### config.mk
export PLATFORM = sky130hd
export DESIGN_NAME = prio_encoder_rr
export DESIGN_NICKNAME = d
export VERILOG_FILES = /design/src/rtl/prio_pkg.sv /design/src/rtl/prio_scan.sv /design/src/rtl/prio_encoder_rr.sv
export SDC_FILE = /design/constraint.sdc
export NUM_CORES = 1
export LEC_CHECK = 0
export BUFFER_PORTS_ARGS = -buffer_cell sky130_fd_sc_hd__buf_4
export CAP_MARGIN = 20
export CORE_AREA = 10 10 47 49
export CTS_BUF_LIST = sky130_fd_sc_hd__clkbuf_2 sky130_fd_sc_hd__clkbuf_4 sky130_fd_sc_hd__clkbuf_8
export DETAILED_ROUTE_END_ITERATION = 12
export DIE_AREA = 0 0 57 59
export PLACE_DENSITY = 0.4
export REMOVE_ABC_BUFFERS = 1
export SYNTH_ARGS = -nofsm -noshare
export SYNTH_HDL_FRONTEND = slang
export SYNTH_SLANG_ARGS = --single-unit
### constraint.sdc
create_clock -name clk -period 1.49 [get_ports clk]
set_input_delay 0.2235 -clock clk [delete_from_list [all_inputs] [get_ports clk]]
set_output_delay 0.2235 -clock clk [all_outputs]
set_load 0.01 [all_outputs]
### src/rtl/prio_pkg.sv
// Shared types and helpers for the priority encoder / round-robin arbiter.
package prio_pkg;

    typedef enum logic {
        PRIO_FIXED = 1'b0,
        PRIO_RR    = 1'b1
    } prio_mode_e;

    // Index width that stays at least one bit wide even for tiny N.
    function automatic int clog2_min1(input int n);
        int c;
        c = $clog2(n);
        return (c < 1) ? 1 : c;
    endfunction

endpackage

### src/rtl/prio_scan.sv
// Combinational rotating priority search: the first set bit scanning down from
// 'start' (wrapping mod N) wins.
module prio_scan
    import prio_pkg::*;
#(
    parameter  int N  = 8,
    localparam int IW = clog2_min1(N)
) (
    input  logic [N-1:0]  req,
    input  logic [IW-1:0] start,
    output logic [IW-1:0] idx,
    output logic          none
);

    logic [N-1:0]  rot;
    logic [IW-1:0] pos;
    logic [IW:0]   unrot;

    // Sums never exceed 2N-1 because start < N, so one conditional subtract is a full mod N.
    function automatic logic [IW-1:0] wrap(input logic [IW:0] v);
        return (v >= (IW+1)'(N)) ? IW'(v - (IW+1)'(N)) : IW'(v);
    endfunction

    // Rotate so that line 'start' lands on bit N-1, the top of the search.
    genvar gi;
    generate
        for (gi = 0; gi < N; gi++) begin : g_rot
            logic [IW:0] src;
            assign src     = (IW+1)'(gi) + {1'b0, start} + (IW+1)'(1);
            assign rot[gi] = req[wrap(src)];
        end
    endgenerate

    always_comb begin
        pos = '0;
        for (int j = 0; j < N; j++) begin
            if (rot[j]) pos = IW'(j);
        end
    end

    assign none  = ~|req;
    assign unrot = {1'b0, pos} + {1'b0, start} + (IW+1)'(1);
    assign idx   = none ? '0 : wrap(unrot);

endmodule

### src/rtl/prio_encoder_rr.sv
// Registered priority encoder / arbiter with valid/ready on both sides;
// fixed priority (top index wins) or round-robin with a rotating pointer.
module prio_encoder_rr
    import prio_pkg::*;
#(
    parameter  int N    = 8,
    parameter  int MODE = 0,
    localparam int IW   = clog2_min1(N)
) (
    input  logic          clk,
    input  logic          reset,
    input  logic          in_valid,
    output logic          in_ready,
    input  logic [N-1:0]  req,
    output logic          out_valid,
    input  logic          out_ready,
    output logic [IW-1:0] out_idx,
    output logic          out_none
);

    localparam bit            RR_MODE = (MODE == int'(PRIO_RR));
    localparam logic [IW-1:0] LAST    = IW'(N - 1);

    logic          valid_reg;
    logic          none_reg;
    logic [IW-1:0] idx_reg;
    logic [IW-1:0] ptr_reg;
    logic [IW-1:0] start;
    logic [IW-1:0] scan_idx;
    logic          scan_none;
    logic          accept;

    assign start = RR_MODE ? ptr_reg : LAST;

    prio_scan #(.N(N)) u_scan (
        .req   (req),
        .start (start),
        .idx   (scan_idx),
        .none  (scan_none)
    );

    assign in_ready = !valid_reg || out_ready;
    assign accept   = in_valid && in_ready;

    always_ff @(posedge clk or posedge reset) begin
        if (reset) begin
            valid_reg <= 1'b0;
            idx_reg   <= '0;
            none_reg  <= 1'b0;
            ptr_reg   <= LAST;
        end else if (accept) begin
            valid_reg <= 1'b1;
            idx_reg   <= scan_idx;
            none_reg  <= scan_none;
            // The line just granted drops to lowest priority; empty requests leave ptr alone.
            if (RR_MODE && !scan_none) begin
                ptr_reg <= (scan_idx == '0) ? LAST : scan_idx - IW'(1);
            end
        end else if (out_ready) begin
            valid_reg <= 1'b0;
        end
    end

    assign out_valid = valid_reg;
    assign out_idx   = idx_reg;
    assign out_none  = none_reg;

endmodule

; Yosys cells after proc, flatten, opt, wreduce, memory -nomap -nowiden
; Index checks and enable logic that the tools add are counted.
[totals]
ff_bits = 5
in_bits = 12
output_inout_bits = 6
elab_cells = 24
[op_classes]
add_sub_neg = 3
order_cmp = 1
muxes = 11
n_reduce_logical = 6
[op_table]
columns = cell, count
row1 = two-way mux 3 bit, 6
row2 = OR reduction 8 bit, 1
row3 = adder 3 x 3 -> 4 bit (second input constant), 1
row4 = adder 4 x 1 -> 4 bit (second input constant), 1
row5 = >= comparator 4 bit (second input constant), 1
row6 = two-way mux 2 bit, 2
row7 = two-way mux 1 bit, 3
row8 = subtractor 3 x 1 -> 3 bit (second input constant), 1
row9 = logical NOT 1 bit, 2
row10 = nonzero test 2 bit, 1
row11 = logical AND 1 bit, 1
row12 = logical OR 1 bit, 1

; Longest topological paths before layout
[logic_depth]
ltp_word = 12
mapped_depth = 4
ltp_nobuf = 4

; Modules after synthesis
; Synthesis repeated with hierarchy kept, for this count alone.
[unflattened]
cells_unflattened = 74
area_unflattened_um2 = 949.7
[by_module_without_submodules]
columns = module, n_inst, cells_per_inst, area_each_um2, seq_area_each_um2
row1 = prio_scan, 1, 60, 724.4, 0.0
row2 = prio_encoder_rr, 1, 14, 225.2, 125.1

; Worst setup path before layout
; OpenSTA, ideal clock, no wires.
[synth_timing]
kind = reg-to-reg
start = register valid_reg, in the netlist out_valid
end = register idx_reg[0], in the netlist out_idx[0]
setup_ps = 131
arrival_time_ps = 853
required_time_ps = 1359
path_slack_ps = 506
stages_incl_launch_ff = 5
period_less_slack_ps = 984
path_cell_list = dfrtp_1 > nand2b_1 > nand2_1 > nand2_1 > o21ai_0
[synth_between]
elab_chain_len = 3
[synth_rtl]
columns = element, line
row1 = start: declaration, prio_encoder_rr.sv:24  ; logic valid_reg;
row2 = start signal: assignment, prio_encoder_rr.sv:47  ; valid_reg <= 1'b0;
row3 = start signal: assignment, prio_encoder_rr.sv:52  ; valid_reg <= 1'b1;
row4 = start signal: assignment, prio_encoder_rr.sv:60  ; valid_reg <= 1'b0;
row5 = logical NOT 1 bit, prio_encoder_rr.sv:42  ; assign in_ready = !valid_reg || out_ready;
row6 = logical OR 1 bit, prio_encoder_rr.sv:42
row7 = net in_ready, prio_encoder_rr.sv:13  ; output logic in_ready,
row8 = logical AND 1 bit, prio_encoder_rr.sv:43  ; assign accept = in_valid && in_ready;
row9 = end signal: assignment, prio_encoder_rr.sv:53  ; idx_reg <= scan_idx;
row10 = end: declaration, prio_encoder_rr.sv:26  ; logic [IW-1:0] idx_reg;
; The timed path passes the listed nets, and every way through them passes these cells.
; A chain may end at the register's enable or synchronous reset.

; Final worst setup path
[layout_timing]
start = register valid_reg, in the netlist out_valid
end = output in_ready
[layout_between]
elab_chain_len = 2
[layout_rtl]
columns = element, line
row1 = logical NOT 1 bit, prio_encoder_rr.sv:42
row2 = logical OR 1 bit, prio_encoder_rr.sv:42
row3 = end: declaration, prio_encoder_rr.sv:13
; No other way between the ends.

==> flow_summary.toml <==
[placement]
post-dp-hpwl_um = 702
port_buffers = 17
place_congestion = 0.711
placed_cell_area_um2 = 390

[logic_synthesis]
synth_warnings = 0
synth_seq_cells = 5
synth_cell_type_count = 12
synth.yosys.seq_area_share_pct = 51.5
syn_area_um2 = 243
synth_cells = 28
syn_avg_cell_area_um2 = 8.67

[grt]
grt_pass1_wl_um = 1410
grt-ovfl-total = 0
grt_pass1_vias = 309
grt.total_usage_pct = 5.47
antenna_found_initial = 0
grt_start_max_net_pins = 9

[cts]
clk_pin_slew_ps = 40
post-cts-setup-buffers = 0
clock_sinks = 5
cts_buffers = 3
cts_tree = "done"
clockRootBuffer = "clkbuf_4"
cts_resized = 0
clk_latency_ps = 240
htree_levels = 1
clockBufferDepth = 2

[worst_setup_path]
cp_data_arrival_time_ps = 850
rr_worst_depth = 4
crit_chain = "nand2b_1 -> buf_4"
crit_required_ps = 1270
worstPathBufferInverterCount = 1
r2r_start = "out_valid$_DFFE_PP0P_"
crit_type = "reg -> out"
r2r-end = "out_idx[1]$_DFFE_PP0P_"
worstSetupStartpointType = "flop"
end_kind = "primary output"
slowest_stage = "dfrtp_1"
worstPathMaxFanout = 3
rrSetupSlack_ps = 520
cp_top_family = "flip-flops"
max_stage_delay_ps = 370

[route]
drc = 0
wl_per_cell_um = 11.7
vias = 279
routed_wl_um = 774
firstDrtPassIters = 1
ant_nets = 0
routed_via_density = 4.23
drt_iter0_drc = 0

[power]
vdd_ir_drop_max_uv = 762
p_leak_nw = 0.215
powerDensity_mw_per_mm2 = 966

[final_layout]
area_growth_pct = 77.3
final_common_cell = "buf_4"
final_area_um2 = 430
layout_common_cells = "buf_4 (17), nand2_1 (5), dfrtp_1 (5)"
fill_cells = 161
drive_gt1_share_pct = 46.0
nNetsFinal = 63
diodes = 0

[floorplanning]
die_w_um = 57
start_util_pct = 17.3
core_mm2 = 0.00140
die_y_um = 59
row_count = 14
pin_count = 18
dieArea_mm2 = 0.00336

[sta]
hold_viol = 0
rsz0062_at_grt = "no"
relSlewSlack_pct = 82.6
fin_skew_ps = 3.77
finalSetupViolations = 0
setup-tns-final_ps = 0
fin_crit_ps = 1080
fmax_ghz = 0.928
post-route-period-util_pct = 72.3
tightestPinTransition_ps = 260
slew_viol_final = 0

[hold_path]
holdPathEnd = "out_valid$_DFFE_PP0P_"
min_from = "in_valid"
whs_path_depth = 2
hold_path_class = "in -> reg"

[flow_run]
maxCapViolCount = 0

[run_status]
status = "complete, no violations"
power by group:
part           internal (W)  switching [W]
sequential         0.000150     0.00000684
clock              0.000119      0.0000508
combinational     0.0000498      0.0000396
synth_stat cells (all sizes together):
cell,count,area (um2)
nand2,5,18.8
nor3,2,10.0
o31a,1,10.0
inv,3,11.3
nand2b,2,12.5
nand3,1,5.00
a21oi,2,10.0
dfrtp,5,125
nor4,1,12.5
nor2,2,7.51
o21ai,4,20.0
logic make-up after synthesis:
group | after synthesis | share of synthesized area, %
DFF | 5 | 51.5
and+or+nand+nor | 13 | 27.3
AOI/OAI and AO/OA | 7 | 16.5
buffers and inverters | 3 | 4.64
flip-flops by register name, indices dropped and copies added (netlist names):
signal,cells
out_none,1
out_valid,1
out_idx,3
timing repair:
action | CTS | global route
hold buffers | 1 | 0
endpoints found under the hold margin | 5 | 0
setup endpoints to repair | 0 | 0
metal layers:
| layer | part of all wire [%] | track usage, % | vias up |
|---|---|---|---|
| li1 | - | - | 140 |
| met5 | 0 | 0 | - |
| met2 | 40 | 7.75 | 22 |
| met1 | 40 | 5.06 | 117 |
| met4 | 0 | 1.01 | 0 |
| met3 | 20 | 6.65 | 0 |
worst max-delay path by stage:
stage | endpoint | depth (start not counted) | slack, ps | from
3_3_place_gp | out_none$_DFFE_PP0P_ | 4 | 480 | req[6]
3_5_place_dp | out_none$_DFFE_PP0P_ | 4 | 470 | req[6]
2_1_floorplan | out_idx[0]$_DFFE_PP0P_ | 4 | 510 | out_valid$_DFFE_PP0P_
6_report | in_ready | 2 | 410 | out_valid$_DFFE_PP0P_
4_1_cts | in_ready | 2 | 400 | out_valid$_DFFE_PP0P_
5_1_grt | in_ready | 2 | 330 | out_valid$_DFFE_PP0P_
through the flow:
step	util, %	instances	total power (W)	setup slack (ps)	hold slack, ps
2_1_floorplan	-	28	0.000190	506	2.02
3_3_place_gp	27.9	61	0.000246	476	136
3_5_place_dp	27.9	61	0.000249	466	139
4_1_cts	30.7	66	0.000428	398	181
5_1_grt	30.7	66	0.000459	334	185
6_report	30.7	66	0.000416	413	187
area by class of cell:
cell class | instances | area [um2] | area share [%]
Multi-Input combinational cell | 20 | 106 | 24.7
Sequential cell | 5 | 125 | 29.1
Tap cell | 16 | 20.0 | 4.65
Inverter | 3 | 11.3 | 2.62
Timing Repair Buffer | 18 | 138 | 32.0
Clock buffer | 4 | 30.0 | 6.98
(Power assumes the default switching activity.)
